### config.mk
export PLATFORM = sky130hd
export DESIGN_NAME = mem_access_stage
export DESIGN_NICKNAME = d
export VERILOG_FILES = /design/src/rtl/mem_access_stage.sv
export SDC_FILE = /design/constraint.sdc
export NUM_CORES = 1
export LEC_CHECK = 0
export ABC_AREA = 0
export CAP_MARGIN = 20
export CORE_AREA = 3 3 122 124
export CTS_BUF_LIST = sky130_fd_sc_hd__clkbuf_4
export DETAILED_ROUTE_END_ITERATION = 8
export DIE_AREA = 0 0 125 127
export PLACE_DENSITY = 0.93
export SYNTH_ARGS = -nofsm -noshare
export SYNTH_HDL_FRONTEND = slang
export SYNTH_SLANG_ARGS = --single-unit
### constraint.sdc
create_clock -name clock -period 6.1 [get_ports clock]
set_input_delay 0.915 -clock clock [delete_from_list [all_inputs] [get_ports clock]]
set_output_delay 0.915 -clock clock [all_outputs]
set_load 0.05 [all_outputs]
### src/rtl/mem_access_stage.sv
// rtl/mem_access_stage.sv - IITB-RISC memory stage: EX/M fields -> data memory req/ack -> M/WB register
// Two-state FSM holds the upstream stage while a load/store is outstanding, with timeout and flush kill.
module mem_access_stage #(
    parameter int DATA_W  = 16,
    parameter int TIMEOUT = 255
) (
    input  logic              clock,
    input  logic              reset,
    input  logic [DATA_W-1:0] PC_plus2_in,
    input  logic [2:0]        WB_in,
    input  logic [1:0]        Memory_in,
    input  logic [DATA_W-1:0] ALU_in,
    input  logic [DATA_W-1:0] Memory_data_write_in,
    input  logic [DATA_W-1:0] Zero_pad_in,
    input  logic [2:0]        Dest_in,
    input  logic              Valid_in,
    input  logic              flush,
    output logic              mem_req,
    output logic              mem_we,
    output logic [DATA_W-1:0] mem_addr,
    output logic [DATA_W-1:0] mem_wdata,
    input  logic [DATA_W-1:0] mem_rdata,
    input  logic              mem_ack,
    output logic              stall_out,
    output logic [DATA_W-1:0] PC_plus2_out,
    output logic [2:0]        WB_out,
    output logic [DATA_W-1:0] ALU_out,
    output logic [DATA_W-1:0] Mem_data_out,
    output logic [DATA_W-1:0] Zero_pad_out,
    output logic [2:0]        Dest_out,
    output logic              Valid_out,
    output logic              illegal_op,
    output logic              mem_timeout
);
    typedef enum logic {S_IDLE, S_WAIT} state_t;

    localparam logic [7:0] CNT_LAST = 8'(TIMEOUT - 1);

    state_t            state;
    state_t            state_nx;
    logic [7:0]        cnt;
    logic              kill;
    logic              lat_load;
    logic [DATA_W-1:0] lat_pc;
    logic [DATA_W-1:0] lat_alu;
    logic [DATA_W-1:0] lat_zp;
    logic [2:0]        lat_wb;
    logic [2:0]        lat_dest;
    logic              is_mem_op;
    logic              issue;
    logic              ack_done;
    logic              tmo_done;

    assign is_mem_op = (Memory_in == 2'b10) || (Memory_in == 2'b01);
    assign issue     = (state == S_IDLE) && Valid_in && !flush && is_mem_op;
    assign ack_done  = (state == S_WAIT) && mem_ack;
    assign tmo_done  = (state == S_WAIT) && !mem_ack && (cnt == CNT_LAST);

    always_ff @(posedge clock or posedge reset) begin
        if (reset) begin
            state <= S_IDLE;
        end else begin
            state <= state_nx;
        end
    end

    always_comb begin
        state_nx  = state;
        stall_out = 1'b0;
        case (state)
            S_IDLE: begin
                if (issue) begin
                    state_nx  = S_WAIT;
                    stall_out = 1'b1;
                end
            end
            // Timeout also releases the hold so EX/M does not re-present the expired op.
            S_WAIT: begin
                if (ack_done || tmo_done) begin
                    state_nx = S_IDLE;
                end else begin
                    stall_out = 1'b1;
                end
            end
            default: state_nx = S_IDLE;
        endcase
        if (reset) begin
            stall_out = 1'b0;
        end
    end

    always_ff @(posedge clock or posedge reset) begin
        if (reset) begin
            mem_req      <= 1'b0;
            mem_we       <= 1'b0;
            mem_addr     <= '0;
            mem_wdata    <= '0;
            PC_plus2_out <= '0;
            WB_out       <= '0;
            ALU_out      <= '0;
            Mem_data_out <= '0;
            Zero_pad_out <= '0;
            Dest_out     <= '0;
            Valid_out    <= 1'b0;
            illegal_op   <= 1'b0;
            mem_timeout  <= 1'b0;
            cnt          <= '0;
            kill         <= 1'b0;
            lat_load     <= 1'b0;
            lat_pc       <= '0;
            lat_alu      <= '0;
            lat_zp       <= '0;
            lat_wb       <= '0;
            lat_dest     <= '0;
        end else begin
            Valid_out  <= 1'b0;
            illegal_op <= 1'b0;
            case (state)
                S_IDLE: begin
                    if (Valid_in) begin
                        if (Memory_in == 2'b11) begin
                            illegal_op <= 1'b1;
                        end else if (issue) begin
                            mem_req   <= 1'b1;
                            mem_we    <= Memory_in[0];
                            mem_addr  <= ALU_in;
                            mem_wdata <= Memory_data_write_in;
                            lat_load  <= Memory_in[1];
                            lat_pc    <= PC_plus2_in;
                            lat_alu   <= ALU_in;
                            lat_zp    <= Zero_pad_in;
                            lat_wb    <= WB_in;
                            lat_dest  <= Dest_in;
                            cnt       <= '0;
                            kill      <= 1'b0;
                        end else if (Memory_in == 2'b00) begin
                            PC_plus2_out <= PC_plus2_in;
                            WB_out       <= WB_in;
                            ALU_out      <= ALU_in;
                            Mem_data_out <= '0;
                            Zero_pad_out <= Zero_pad_in;
                            Dest_out     <= Dest_in;
                            Valid_out    <= !flush;
                        end
                    end
                end
                S_WAIT: begin
                    if (ack_done || tmo_done) begin
                        mem_req      <= 1'b0;
                        cnt          <= '0;
                        kill         <= 1'b0;
                        PC_plus2_out <= lat_pc;
                        WB_out       <= lat_wb;
                        ALU_out      <= lat_alu;
                        Zero_pad_out <= lat_zp;
                        Dest_out     <= lat_dest;
                        if (ack_done) begin
                            Mem_data_out <= lat_load ? mem_rdata : '0;
                            Valid_out    <= !kill && !flush;
                        end else begin
                            Mem_data_out <= '1;
                            mem_timeout  <= 1'b1;
                        end
                    end else begin
                        // A flush cannot abort the bus cycle; remember it and drop the result.
                        cnt  <= cnt + 8'd1;
                        kill <= kill | flush;
                    end
                end
                default: begin
                    mem_req <= 1'b0;
                end
            endcase
        end
    end
endmodule

==> run_results.csv <==
group,metric,value,unit
detailed_routing,wl_met1,6709,µm
worst_hold_path,hold_start,"lat_dest[0]",
global_routing,grt_max_degree,111,
global_routing,first_global_vias,5426,
clock_network,htreeDepth,4,
logic_synthesis,synth_seq_cells,156,
clock_network,cts_buffer_depth,2,
run_status,outcome,"complete, no violations",
logic_synthesis,yosysUniqueCellTypes,41,
worst_setup_path,startpoint,"mem_ack",
worst_setup_path,cp_num_buf_inv,2,
detailed_routing,highest_layer,"met4",
detailed_routing,wire_per_inst,18.07,µm
timing,max_freq,230.2,MHz
cells_and_area,final_common_cell,"clkdlybuf4s50_1",
logic_synthesis,synthXorXnorAreaFrac,0.1287,%
clock_network,insertion_delay,0.57,ns
timing,skew,0.02195,ns
detailed_routing,wl,16750,µm
floorplan,start_util,49.03,%
floorplan,dieArea,0.01588,mm²
worst_setup_path,cp_max_fo,18,
logic_synthesis,synthAdderAreaFrac,0.7354,%
place,gp_congestion,0.8415,
job,maxCapViolCount,0,
worst_setup_path,crit_type,"input pin to output pin",
detailed_routing,wl_met3,1285,µm
worst_setup_path,cpLargestDelayFamily,"buffers and inverters",
detailed_routing,initialDrtViolationCount,257,
logic_synthesis,yosys_warnings,0,
global_routing,grt_usage,21.37,%
clock_network,cts_tree,"yes",
place,io_buffers,200,
detailed_routing,drc,0,
worst_setup_path,r2r_start,"state",
detailed_routing,drt-pass1-iter-count,6,
power_and_ir_drop,pwr_density_cell,430.6,mW/mm²
timing,period_share,71.23,%
floorplan,io_pins,201,
clock_network,cts_resized,0,
worst_setup_path,required,5.18,ns
logic_synthesis,syn-cell-area,0.006805,mm²
detailed_routing,met2WireLength,8481,µm
power_and_ir_drop,p_leak,3.679,nW
global_routing,grt-ovfl-total,0,
timing,setup_viol,0,
worst_setup_path,crit_arrival,3.43,ns
detailed_routing,ant_nets,0,
timing,setup_tns,0,ns
timing,hold_violations,0,
timing,slew_headroom,31.06,%
clock_network,cts_buffers,17,
logic_synthesis,synth_top_family_by_area,"multiplexers",
worst_setup_path,crit_chain,"clkdlybuf4s50_1, nand2b_1, a41o_1, a21oi_1, clkdlybuf4s50_1",
logic_synthesis,syn_nets,645,
cells_and_area,fillers,1012,
timing,maxSlewViolCount,0,
global_routing,grt_pass1_wl,27370,µm
worst_setup_path,worst_setup_path_end_kind,"output pin",
cells_and_area,final_cell_mix,"200 x clkdlybuf4s50_1, 155 x dfrtp_1, 75 x a21oi_1, 67 x mux2_2",
floorplan,die_x,125,µm
timing,rsz0062_at_grt,"false",
worst_hold_path,hold_path_class,"flip-flop to flip-flop",
cells_and_area,layout-drive-gt1-share,15.93,%
power_and_ir_drop,peakVddDrop,0.2442,mV
logic_synthesis,muxShareOfSynthArea,20.00,%
clock_network,cts.sink_count,156,
cells_and_area,diodes,0,
place,dp_hpwl,11470,µm
timing,worst_pin_slew,1.034,ns
logic_synthesis,avgSynthCellArea,12.42,µm²
cells_and_area,final_area,0.009099,mm²
floorplan,row_count,43,
worst_setup_path,crit_path_top_delay_cell,"clkdlybuf4s50_1",
detailed_routing,via_per_inst,5.471,
logic_synthesis,synth_compound_area_share,9.542,%
detailed_routing,num_vias,5072,
timing,whs,0.5015,ns
worst_setup_path,crit_top_cell,"clkdlybuf4s50_1",
clock_network,cts_root_buf,"clkbuf_4",
worst_setup_path,cp_slowest_stage_delay,0.83,ns
floorplan,die_h,127,µm
logic_synthesis,ys_seq_area_share,57.36,%
floorplan,core,0.01388,mm²
worst_setup_path,critPathLaunchType,"input pin",
logic_synthesis,syn_inst,548,
place,dpl-instance-area,0.008860,mm²
logic_synthesis,synthSimpleGateAreaFrac,8.090,%
cells_and_area,final_nets,831,
clock_network,clk_pin_slew,0.12,ns
clock_network,post_cts_buffers,0,
clock_network,ctsHoldBuffers,0,
global_routing,antenna_found_initial,0,
timing,min_period,4.345,ns
cells_and_area,areaGrowthSynthToFinish,33.70,%
## cells in the mapped netlist
| master | n | share of area, % |
|---|---|---|
| dfrtp_1 | 156 | 57 |
| a21oi_1 | 75 | 5.5 |
| mux2_2 | 67 | 11 |
| mux2i_1 | 55 | 8.1 |
| nor3_1 | 55 | 4.0 |
| nand2_1 | 25 | 1.4 |
| buf_2 | 18 | 1.3 |
| buf_4 | 15 | 1.7 |
| a31o_1 | 10 | 1.3 |
| inv_1 | 8 | 0.44 |
| a31o_2 | 6 | 0.77 |
| o21ai_0 | 6 | 0.44 |
| mux2_1 | 5 | 0.83 |
| clkbuf_1 | 4 | 0.22 |
| ha_1 | 4 | 0.74 |
| nor2_1 | 4 | 0.22 |
| buf_6 | 3 | 0.50 |
| nand4_1 | 3 | 0.28 |
| or3_1 | 3 | 0.28 |
| a31oi_1 | 2 | 0.18 |
| nand3_1 | 2 | 0.15 |
| o21a_1 | 2 | 0.22 |
| o21bai_1 | 2 | 0.22 |
| a21o_1 | 1 | 0.11 |
| a22o_1 | 1 | 0.13 |
| a41o_1 | 1 | 0.15 |
| a41oi_1 | 1 | 0.13 |
| and4_1 | 1 | 0.13 |
| nand2_4 | 1 | 0.17 |
| nand2b_1 | 1 | 0.092 |
| nand3b_4 | 1 | 0.29 |
| nand4bb_4 | 1 | 0.40 |
| nor2_2 | 1 | 0.092 |
| nor2_4 | 1 | 0.17 |
| nor2b_4 | 1 | 0.20 |
| nor3b_1 | 1 | 0.11 |
| o21ai_2 | 1 | 0.13 |
| o22a_1 | 1 | 0.13 |
| o41ai_1 | 1 | 0.13 |
| or2_1 | 1 | 0.092 |
| xor2_1 | 1 | 0.13 |
## layer usage
| layer | up-vias | GRT usage (%) |
|---|---|---|
| li1 | 2359 | - |
| met4 | 0 | 7.207 |
| met1 | 2503 | 24.47 |
| met2 | 182 | 36.95 |
| met3 | 28 | 8.278 |
| met5 | - | 0 |
## through the flow
| stage | power [mW] | setup slack, ns | std cells | utilization, % |
|---|---|---|---|---|
| 2_1_floorplan | 2.754 | 0.9785 | 548 | - |
| 3_3_place_gp | 3.362 | 1.856 | 894 | 63.83 |
| 3_5_place_dp | 3.428 | 1.795 | 894 | 63.83 |
| 4_1_cts | 3.950 | 1.785 | 926 | 65.40 |
| 5_1_grt | 4.110 | 1.659 | 927 | 65.55 |
| 6_report | 3.918 | 1.755 | 927 | 65.55 |
## layout make-up
| cell class | count | area [µm²] | area share [%] |
|---|---|---|---|
| flip-flops and latches | 156 | 3908 | 42.95 |
| clock inverters | 13 | 76.32 | 0.8388 |
| inverters | 8 | 35.03 | 0.3850 |
| repair buffers | 207 | 2079 | 22.85 |
| clock buffers | 19 | 142.6 | 1.568 |
| multi-input cells | 344 | 2633 | 28.93 |
| well taps | 180 | 225.2 | 2.475 |
## power breakdown
part / total, mW / switching (mW) / internal [mW]
Clock: 0.521 / 0.358 / 0.163
Sequential: 1.54 / 0.197 / 1.34
Combinational: 1.86 / 1.17 / 0.688
Total: 3.92 / 1.72 / 2.19
## path summary, 6_finish.rpt
| check | endpoint | slack [ns] | cells past startpoint |
|---|---|---|---|
| worst min-delay path | lat_dest[0] | 0.50 | 1 |
| worst min register to register | lat_dest[0] | 0.50 | 1 |
| min in group asynchronous | cnt[0] | 0.94 | 2 |
| max in group asynchronous | lat_zp[6] | 4.01 | 3 |
| worst max register to register | Zero_pad_out[4] | 3.12 | 5 |
| worst max-delay path | stall_out | 1.76 | 5 |
## kinds of logic after synthesis
kind of cell	count (synthesis)
AND/OR/NAND/NOR	102
AO/OA/AOI/OAI	110
multiplexers	127
XOR/XNOR	1
flip-flops	156
buffers and inverters	48
adder cells (fa/ha/maj)	4
## state kept, by name, summed over array words and instances (netlist names), 3 cells and up
| signal | count |
|---|---|
| lat_wb | 3 |
| Mem_data_out | 16 |
| cnt | 8 |
| lat_dest | 3 |
| WB_out | 3 |
| Dest_out | 3 |
| Zero_pad_out | 16 |
| PC_plus2_out | 16 |
| mem_wdata | 16 |
| ALU_out | 16 |
| lat_zp | 16 |
| lat_alu | 16 |
| lat_pc | 16 |
No activity file was read; power rests on OpenSTA's default activity.
